`src/rtl/prog_mem_pkg.sv`:
```
// prog_mem_pkg: shared definitions for the program memory slice.
//   state_e  - loader state encoding (RUN / LOAD)
//   OP_NOP   - opcode returned for unwritten or out-of-range fetches
//   OP_HALT  - halt opcode, commonly the last word of a loaded program
package prog_mem_pkg;

    typedef enum logic {
        ST_RUN  = 1'b0,
        ST_LOAD = 1'b1
    } state_e;

    localparam logic [7:0] OP_NOP  = 8'h00;
    localparam logic [7:0] OP_HALT = 8'hF0;

endpackage

```
`src/rtl/prog_mem_if.sv`:
```
// prog_mem_if: load and fetch bus of the program memory.
//   master - drives ld_start/ld_base/ld_valid/ld_data/ld_done and if_req/if_addr;
//            observes ld_ovf, busy, if_ready, if_valid, if_data, if_err
//   slave  - the memory side, directions mirrored
interface prog_mem_if #(
    parameter int unsigned DATA_W = 8,
    parameter int unsigned ADDR_W = 8
);
    logic              ld_start;
    logic [ADDR_W-1:0] ld_base;
    logic              ld_valid;
    logic [DATA_W-1:0] ld_data;
    logic              ld_done;
    logic              ld_ovf;
    logic              if_req;
    logic [ADDR_W-1:0] if_addr;
    logic              if_ready;
    logic              if_valid;
    logic [DATA_W-1:0] if_data;
    logic              if_err;
    logic              busy;

    modport master (
        output ld_start, ld_base, ld_valid, ld_data, ld_done, if_req, if_addr,
        input  ld_ovf, if_ready, if_valid, if_data, if_err, busy
    );

    modport slave (
        input  ld_start, ld_base, ld_valid, ld_data, ld_done, if_req, if_addr,
        output ld_ovf, if_ready, if_valid, if_data, if_err, busy
    );
endinterface

```
`src/rtl/prog_mem_loader.sv`:
```
// prog_mem_loader: RUN/LOAD state machine, load pointer and sticky overflow flag.
//   clk, rst       - clock, asynchronous active-high reset
//   ld_start_i     - enter/restart LOAD, pointer := ld_base_i mod DEPTH, clear overflow
//   ld_base_i      - burst base address
//   ld_valid_i     - write strobe for the current pointer
//   ld_done_i      - leave LOAD (ignored when ld_start_i is also high)
//   busy_o         - high while in LOAD
//   ld_ovf_o       - pointer wrapped past DEPTH-1 since the last ld_start_i
//   wr_en_o        - memory write enable this cycle
//   wr_idx_o       - memory write index
module prog_mem_loader
    import prog_mem_pkg::*;
#(
    parameter int unsigned ADDR_W = 8,
    parameter int unsigned DEPTH  = 256,
    parameter int unsigned IDX_W  = $clog2(DEPTH)
) (
    input  logic              clk,
    input  logic              rst,
    input  logic              ld_start_i,
    input  logic [ADDR_W-1:0] ld_base_i,
    input  logic              ld_valid_i,
    input  logic              ld_done_i,
    output logic              busy_o,
    output logic              ld_ovf_o,
    output logic              wr_en_o,
    output logic [IDX_W-1:0]  wr_idx_o
);

    state_e            state_q;
    logic [ADDR_W-1:0] ptr_q;
    logic              ovf_q;

    always_ff @(posedge clk or posedge rst) begin
        if (rst) begin
            state_q <= ST_RUN;
            ptr_q   <= '0;
            ovf_q   <= 1'b0;
        end else if (ld_start_i) begin
            // ld_start has priority over ld_done and over any write in the same cycle
            state_q <= ST_LOAD;
            ptr_q   <= ADDR_W'({1'b0, ld_base_i} % (ADDR_W+1)'(DEPTH));
            ovf_q   <= 1'b0;
        end else if (state_q == ST_LOAD) begin
            if (ld_valid_i) begin
                if (ptr_q == ADDR_W'(DEPTH - 1)) begin
                    ptr_q <= '0;
                    ovf_q <= 1'b1;
                end else begin
                    ptr_q <= ptr_q + ADDR_W'(1);
                end
            end
            if (ld_done_i) begin
                state_q <= ST_RUN;
            end
        end
    end

    assign busy_o   = (state_q == ST_LOAD);
    assign ld_ovf_o = ovf_q;
    assign wr_en_o  = (state_q == ST_LOAD) && ld_valid_i && !ld_start_i;
    // ptr_q never exceeds DEPTH-1, so the low bits are a valid array index
    assign wr_idx_o = ptr_q[IDX_W-1:0];

endmodule

```
`src/rtl/prog_mem.sv`:
```
// prog_mem: loadable program memory with a single-cycle fetch port.
//   clk, rst - clock, asynchronous active-high reset
//   bus      - prog_mem_if.slave: load burst (ld_*), fetch (if_*), busy, ld_ovf
// Words never written since reset read as NOP_WORD; fetch addresses >= DEPTH
// read as NOP_WORD with if_err set. Fetches are accepted only in RUN.
module prog_mem
    import prog_mem_pkg::*;
#(
    parameter int unsigned       DATA_W   = 8,
    parameter int unsigned       ADDR_W   = 8,
    parameter int unsigned       DEPTH    = 256,
    parameter logic [DATA_W-1:0] NOP_WORD = DATA_W'(OP_NOP)
) (
    input  logic       clk,
    input  logic       rst,
    prog_mem_if.slave  bus
);

    localparam int unsigned IDX_W = $clog2(DEPTH);

    logic [DATA_W-1:0] mem_q [DEPTH];
    logic [DEPTH-1:0]  wbit_q;
    logic              wr_en;
    logic [IDX_W-1:0]  wr_idx;
    logic              busy;
    logic              fetch_acc;
    logic              in_range;
    logic [IDX_W-1:0]  rd_idx;
    logic              if_valid_q;
    logic              if_err_q;
    logic [DATA_W-1:0] if_data_q;

    prog_mem_loader #(
        .ADDR_W (ADDR_W),
        .DEPTH  (DEPTH),
        .IDX_W  (IDX_W)
    ) u_loader (
        .clk        (clk),
        .rst        (rst),
        .ld_start_i (bus.ld_start),
        .ld_base_i  (bus.ld_base),
        .ld_valid_i (bus.ld_valid),
        .ld_done_i  (bus.ld_done),
        .busy_o     (busy),
        .ld_ovf_o   (bus.ld_ovf),
        .wr_en_o    (wr_en),
        .wr_idx_o   (wr_idx)
    );

    // Array contents are deliberately not reset; the written bits gate reads.
    always_ff @(posedge clk) begin
        if (wr_en) begin
            mem_q[wr_idx] <= bus.ld_data;
        end
    end

    always_ff @(posedge clk or posedge rst) begin
        if (rst) begin
            wbit_q <= '0;
        end else if (wr_en) begin
            wbit_q[wr_idx] <= 1'b1;
        end
    end

    assign fetch_acc = bus.if_req && !busy;
    assign in_range  = ({1'b0, bus.if_addr} < (ADDR_W+1)'(DEPTH));
    assign rd_idx    = bus.if_addr[IDX_W-1:0];

    always_ff @(posedge clk or posedge rst) begin
        if (rst) begin
            if_valid_q <= 1'b0;
            if_err_q   <= 1'b0;
            if_data_q  <= NOP_WORD;
        end else if (fetch_acc) begin
            if_valid_q <= 1'b1;
            if_err_q   <= !in_range;
            if_data_q  <= (in_range && wbit_q[rd_idx]) ? mem_q[rd_idx] : NOP_WORD;
        end else begin
            // if_data keeps its last value when no response is issued
            if_valid_q <= 1'b0;
            if_err_q   <= 1'b0;
        end
    end

    assign bus.if_ready = !busy;
    assign bus.busy     = busy;
    assign bus.if_valid = if_valid_q;
    assign bus.if_err   = if_err_q;
    assign bus.if_data  = if_data_q;

endmodule

```
`src/flat_wrapper.sv`:
```
// flat-port wrapper written by rule: the top's interface ports become plain ports
module prog_mem_flat import prog_mem_pkg::*;
#(
    parameter int unsigned       DATA_W   = 8,
    parameter int unsigned       ADDR_W   = 8,
    parameter int unsigned       DEPTH    = 256,
    parameter logic [DATA_W-1:0] NOP_WORD = DATA_W'(OP_NOP)
)
  (clk, rst, bus_ld_start, bus_ld_base, bus_ld_valid, bus_ld_data, bus_ld_done, bus_if_req, bus_if_addr, bus_ld_ovf, bus_if_ready, bus_if_valid, bus_if_data, bus_if_err, bus_busy);
  prog_mem_if #(.DATA_W(DATA_W), .ADDR_W(ADDR_W)) bus_i ();
  input  logic clk;
  input  logic rst;
  input wire logic [$bits(bus_i.ld_start)-1:0] bus_ld_start;
  input wire logic [$bits(bus_i.ld_base)-1:0] bus_ld_base;
  input wire logic [$bits(bus_i.ld_valid)-1:0] bus_ld_valid;
  input wire logic [$bits(bus_i.ld_data)-1:0] bus_ld_data;
  input wire logic [$bits(bus_i.ld_done)-1:0] bus_ld_done;
  input wire logic [$bits(bus_i.if_req)-1:0] bus_if_req;
  input wire logic [$bits(bus_i.if_addr)-1:0] bus_if_addr;
  output wire logic [$bits(bus_i.ld_ovf)-1:0] bus_ld_ovf;
  output wire logic [$bits(bus_i.if_ready)-1:0] bus_if_ready;
  output wire logic [$bits(bus_i.if_valid)-1:0] bus_if_valid;
  output wire logic [$bits(bus_i.if_data)-1:0] bus_if_data;
  output wire logic [$bits(bus_i.if_err)-1:0] bus_if_err;
  output wire logic [$bits(bus_i.busy)-1:0] bus_busy;
  assign bus_i.ld_start = bus_ld_start;
  assign bus_i.ld_base = bus_ld_base;
  assign bus_i.ld_valid = bus_ld_valid;
  assign bus_i.ld_data = bus_ld_data;
  assign bus_i.ld_done = bus_ld_done;
  assign bus_i.if_req = bus_if_req;
  assign bus_i.if_addr = bus_if_addr;
  assign bus_ld_ovf = bus_i.ld_ovf;
  assign bus_if_ready = bus_i.if_ready;
  assign bus_if_valid = bus_i.if_valid;
  assign bus_if_data = bus_i.if_data;
  assign bus_if_err = bus_i.if_err;
  assign bus_busy = bus_i.busy;
  prog_mem #(.DATA_W(DATA_W), .ADDR_W(ADDR_W), .DEPTH(DEPTH), .NOP_WORD(NOP_WORD)) u_core (.clk(clk), .rst(rst), .bus(bus_i));
endmodule
```
`config.mk`:
```
export PLATFORM = sky130hd
export DESIGN_NAME = prog_mem_flat
export DESIGN_NICKNAME = d
export VERILOG_FILES = /design/src/rtl/prog_mem_pkg.sv /design/src/rtl/prog_mem_if.sv /design/src/rtl/prog_mem_loader.sv /design/src/rtl/prog_mem.sv /design/src/flat_wrapper.sv
export SDC_FILE = /design/constraint.sdc
export NUM_CORES = 2
export LEC_CHECK = 0
export CAP_MARGIN = 20
export CORE_ASPECT_RATIO = 1.1
export CORE_MARGIN = 2
export CORE_UTILIZATION = 60
export CTS_BUF_LIST = sky130_fd_sc_hd__clkbuf_16
export DETAILED_ROUTE_END_ITERATION = 16
export DONT_BUFFER_PORTS = 1
export PLACE_DENSITY = 0.76
export SLEW_MARGIN = 30
export SYNTH_ARGS = -nofsm -noshare
export SYNTH_HDL_FRONTEND = slang
export SYNTH_SLANG_ARGS = --single-unit
```
`constraint.sdc`:
```
create_clock -name clk -period 10.3 [get_ports clk]
set_input_delay 1.03 -clock clk [delete_from_list [all_inputs] [get_ports clk]]
set_output_delay 1.03 -clock clk [all_outputs]
set_load 0.03 [all_outputs]
```
==> flow_summary.json <==
{
  "status": "complete, but fails checks",
  "violations": "max-slew violations",
  "final_nets": 4920,
  "cp_top_family": "buffers and inverters",
  "gr-total-overflow": 0,
  "regToRegSetupSlack_ps": 6630,
  "crit_required_ps": 11010,
  "clockRootBuffer": "clkbuf_16",
  "vias": 47983,
  "synth_top_cell_by_area": "edfxtp_1",
  "fmax_ghz": 0.201,
  "antenna_found_initial": 6,
  "ys_ff_latch": 2323,
  "min_path_type": "in -> async",
  "ir_drop_mv": 0.223,
  "p_clk_share_pct": 41.0,
  "wl_um": 230000,
  "crit_top_cell": "buf_16",
  "grt_max_degree": 824,
  "syn_nets": 4939,
  "ant_nets": 0,
  "avgSynthCellArea_um2": 18.6,
  "die_y_um": 413,
  "dp_hpwl_um": 129000,
  "power_frac_comb_pct": 4.2,
  "worstSetupPathType": "in -> reg",
  "r2r_cells": 3,
  "leakagePower_nw": 34.4,
  "synth_ff_type": "edfxtp_1",
  "synth.area.top_cells": "edfxtp_1 (68%), mux4_2 (7.9%), dfrtp_1 (7.6%), mux2i_1 (5.1%), or2_2 (1.8%)",
  "finalHoldViolCount": 0,
  "worst-path-buf-inv": 3,
  "finClkSkew_ps": 45.0,
  "yosysWarnings": 0,
  "synth_top_area_share_pct": 67.5,
  "cp_max_fo": 166,
  "synthCells": 4905,
  "p_switching_mw": 4.02,
  "die_area_um2": 155000,
  "placementRows": 149,
  "dp_slack_ps": 5910,
  "numCtsBuffers": 215,
  "core_um2": 150000,
  "tightest_slew_ps": 1640,
  "rsz0062_at_grt": "false",
  "timing.rr.start": "u_core.u_loader.wr_idx_o[3]",
  "port_buffers": 0,
  "setup_ws_ps": 5330,
  "fin_cells": 7051,
  "die_x_um": 375,
  "worst-endpoint-arrival_ps": 5680,
  "ys_types": 67,
  "cts_resized": 0,
  "clock_path_buffers": 3,
  "place_inst": 6624,
  "wl_per_cell_um": 32.6,
  "p_per_area_nw_per_um2": 190,
  "power_switching_share_pct": 21.2,
  "holdWs_ps": 121,
  "synth.cell_area_um2": 91000,
  "cpPeakStageDelay_ps": 780,
  "cts_setup_buffers": 0,
  "crit_chain": "buf_16, buf_16, buf_16, mux2i_1, a22oi_1, and3_1, a211oi_1, o21ai_0, o21ai_0, a32oi_1",
  "clock_sinks": 2323,
  "period_share_pct": 48.3,
  "grt_pass1_wl_um": 331000,
  "finalMaxSlewViolations": 64,
  "clk_latency_ps": 880,
  "maxSlewHeadroom_pct": -9.11,
  "gp_congestion": 0.893,
  "drt_pre_antenna_iters": 6,
  "r2r-end": "u_core.mem_q[72][6]",
  "htree_num_levels": 4,
  "drive_gt1_share_pct": 19.6,
  "max_cap_viol_count": 0,
  "tns_ps": 0,
  "pwr-share-seq_pct": 54.8,
  "vias_per_cell": 6.81,
  "asyncSetResetFlopFracSynth_pct": 11.8,
  "crit_slowest_cell": "buf_16",
  "drtIter0Drc": 6933,
  "period_minus_slack_ps": 4970,
  "globalRouteTotalUtil_pct": 29.9,
  "yosysSeqAreaShare_pct": 75.1,
  "setup_viol": 0,
  "syn_to_final_growth_pct": 9.21,
  "ctsHoldBuffers": 0,
  "synth_edf_count": 2048,
  "grt_pass1_vias": 46942,
  "io_pins": 43,
  "start_util_pct": 60.6,
  "end_kind": "flip-flop",
  "cts.clk_slew.worst_paths_ps": 60,
  "cp-start-kind": "input port",
  "fin_area_um2": 99400,
  "internal_power_mw": 14.9,
  "post_dp_cell_area_um2": 92300,
  "cts_tree": "done",
  "route.detailed.drc": 0
}
through the flow:
step                utilization (%)  power [mW]
global placement               61.4        11.2
global route                   66.2        19.3
finish                         66.2        18.9
detailed placement             61.4        11.3
CTS                            66.0        18.8
floorplan                         -        11.1
registers in the layout, summed over array words and instances (netlist names):
register                  flops
u_core.bus.if_valid           1
u_core.u_loader.wr_idx_o      8
u_core.wbit_q               256
u_core.mem_q               2048
u_core.bus.if_data            8
u_core.u_loader.busy_o        1
u_core.u_loader.ld_ovf_o      1
power groups by stage:
stage | registers [mW] | clock network (mW) | logic, mW
after floorplan | 10.6 | 0 | 0.588
after global placement | 10.6 | 0 | 0.675
after detailed placement | 10.6 | 0 | 0.684
after CTS | 10.4 | 7.78 | 0.689
after global routing | 10.4 | 8.14 | 0.818
final | 10.4 | 7.76 | 0.792
per-layer routing:
| metal | global-route usage (%) | share of wire, % | vias to the layer above |
|---|---|---|---|
| li1 | - | - | 19560 |
| met1 | 42.3 | 38 | 24930 |
| met2 | 45.6 | 47 | 2987 |
| met3 | 6.99 | 11 | 502 |
| met4 | 12.0 | 4.4 | 4 |
| met5 | 0 | 0.012 | - |
kinds of logic after synthesis:
group,count (synthesis),share of synthesized area [%]
DFF,2323,75.1
and+or+nand+nor,959,5.19
muxes,832,13.9
AOI/OAI and AO/OA,491,3.88
buffers and inverters,292,1.84
adders and majority gates,4,0.0550
xor gates and xnor gates,3,0.0289
other,1,0.00412
synthesized netlist by cell type, drive strengths merged (10+ instances only):
| library cell | count |
|---|---|
| nand2b | 10 |
| and3 | 11 |
| a21oi | 74 |
| a31oi | 24 |
| a211oi | 38 |
| nor2 | 307 |
| a22oi | 133 |
| o22ai | 30 |
| buf | 173 |
| a22o | 11 |
| dfrtp | 275 |
| o2111ai | 15 |
| mux4 | 337 |
| clkbuf | 109 |
| a221oi | 55 |
| nor2b | 30 |
| mux2i | 466 |
| edfxtp | 2048 |
| a32oi | 14 |
| nor3 | 25 |
| mux2 | 29 |
| nand3 | 77 |
| nand4 | 39 |
| nand2 | 174 |
| a32o | 16 |
| or2 | 258 |
| o21ai | 51 |
area by class of cell:
class	instances	area [µm²]
clock inverter	194	1450
fill	9588	50800
multi-input combinational	2290	21200
inverter	9	41.3
sequential	2323	68400
timing repair buffer	47	517
antenna	9	22.5
tap	1963	2460
clock buffer	216	5410
how the worst max path moves through the flow:
stage | start | endpoint | slack [ps] | depth (start not counted)
2_1_floorplan | rst | u_core.bus.if_data[0] | 1690 | 1
3_3_place_gp | bus_if_addr[0] | u_core.bus.if_data[5] | 5910 | 7
3_5_place_dp | bus_if_addr[0] | u_core.bus.if_data[3] | 5910 | 8
4_1_cts | u_core.u_loader.wr_idx_o[3] | u_core.mem_q[120][3] | 6760 | 3
5_1_grt | bus_if_addr[1] | u_core.bus.if_data[5] | 5340 | 10
6_report | bus_if_addr[1] | u_core.bus.if_data[5] | 5330 | 10
cell usage in the layout, fill, tap and decap left out, types with 16 or more instances in the layout:
master	Yosys	routed
mux2i_1	466	466
o22ai_1	29	29
dfrtp_1	275	275
a22oi_1	132	132
edfxtp_1	2048	2048
mux2_2	29	29
a221oi_1	53	53
clkbuf_16	0	216
or2_2	258	258
o21ai_0	51	51
bufinv_16	0	18
nor2b_1	30	25
a211oi_1	37	37
mux4_2	320	320
clkinv_2	0	36
buf_4	71	38
a32o_1	16	16
a21oi_1	74	74
nand4_1	39	39
clkinv_1	0	57
mux4_1	17	17
nor2_1	307	293
nand3_1	77	68
nand2_1	174	174
nor3_1	25	22
inv_1	9	64
a31oi_1	24	24
No activity file was read; power rests on OpenSTA's default activity.
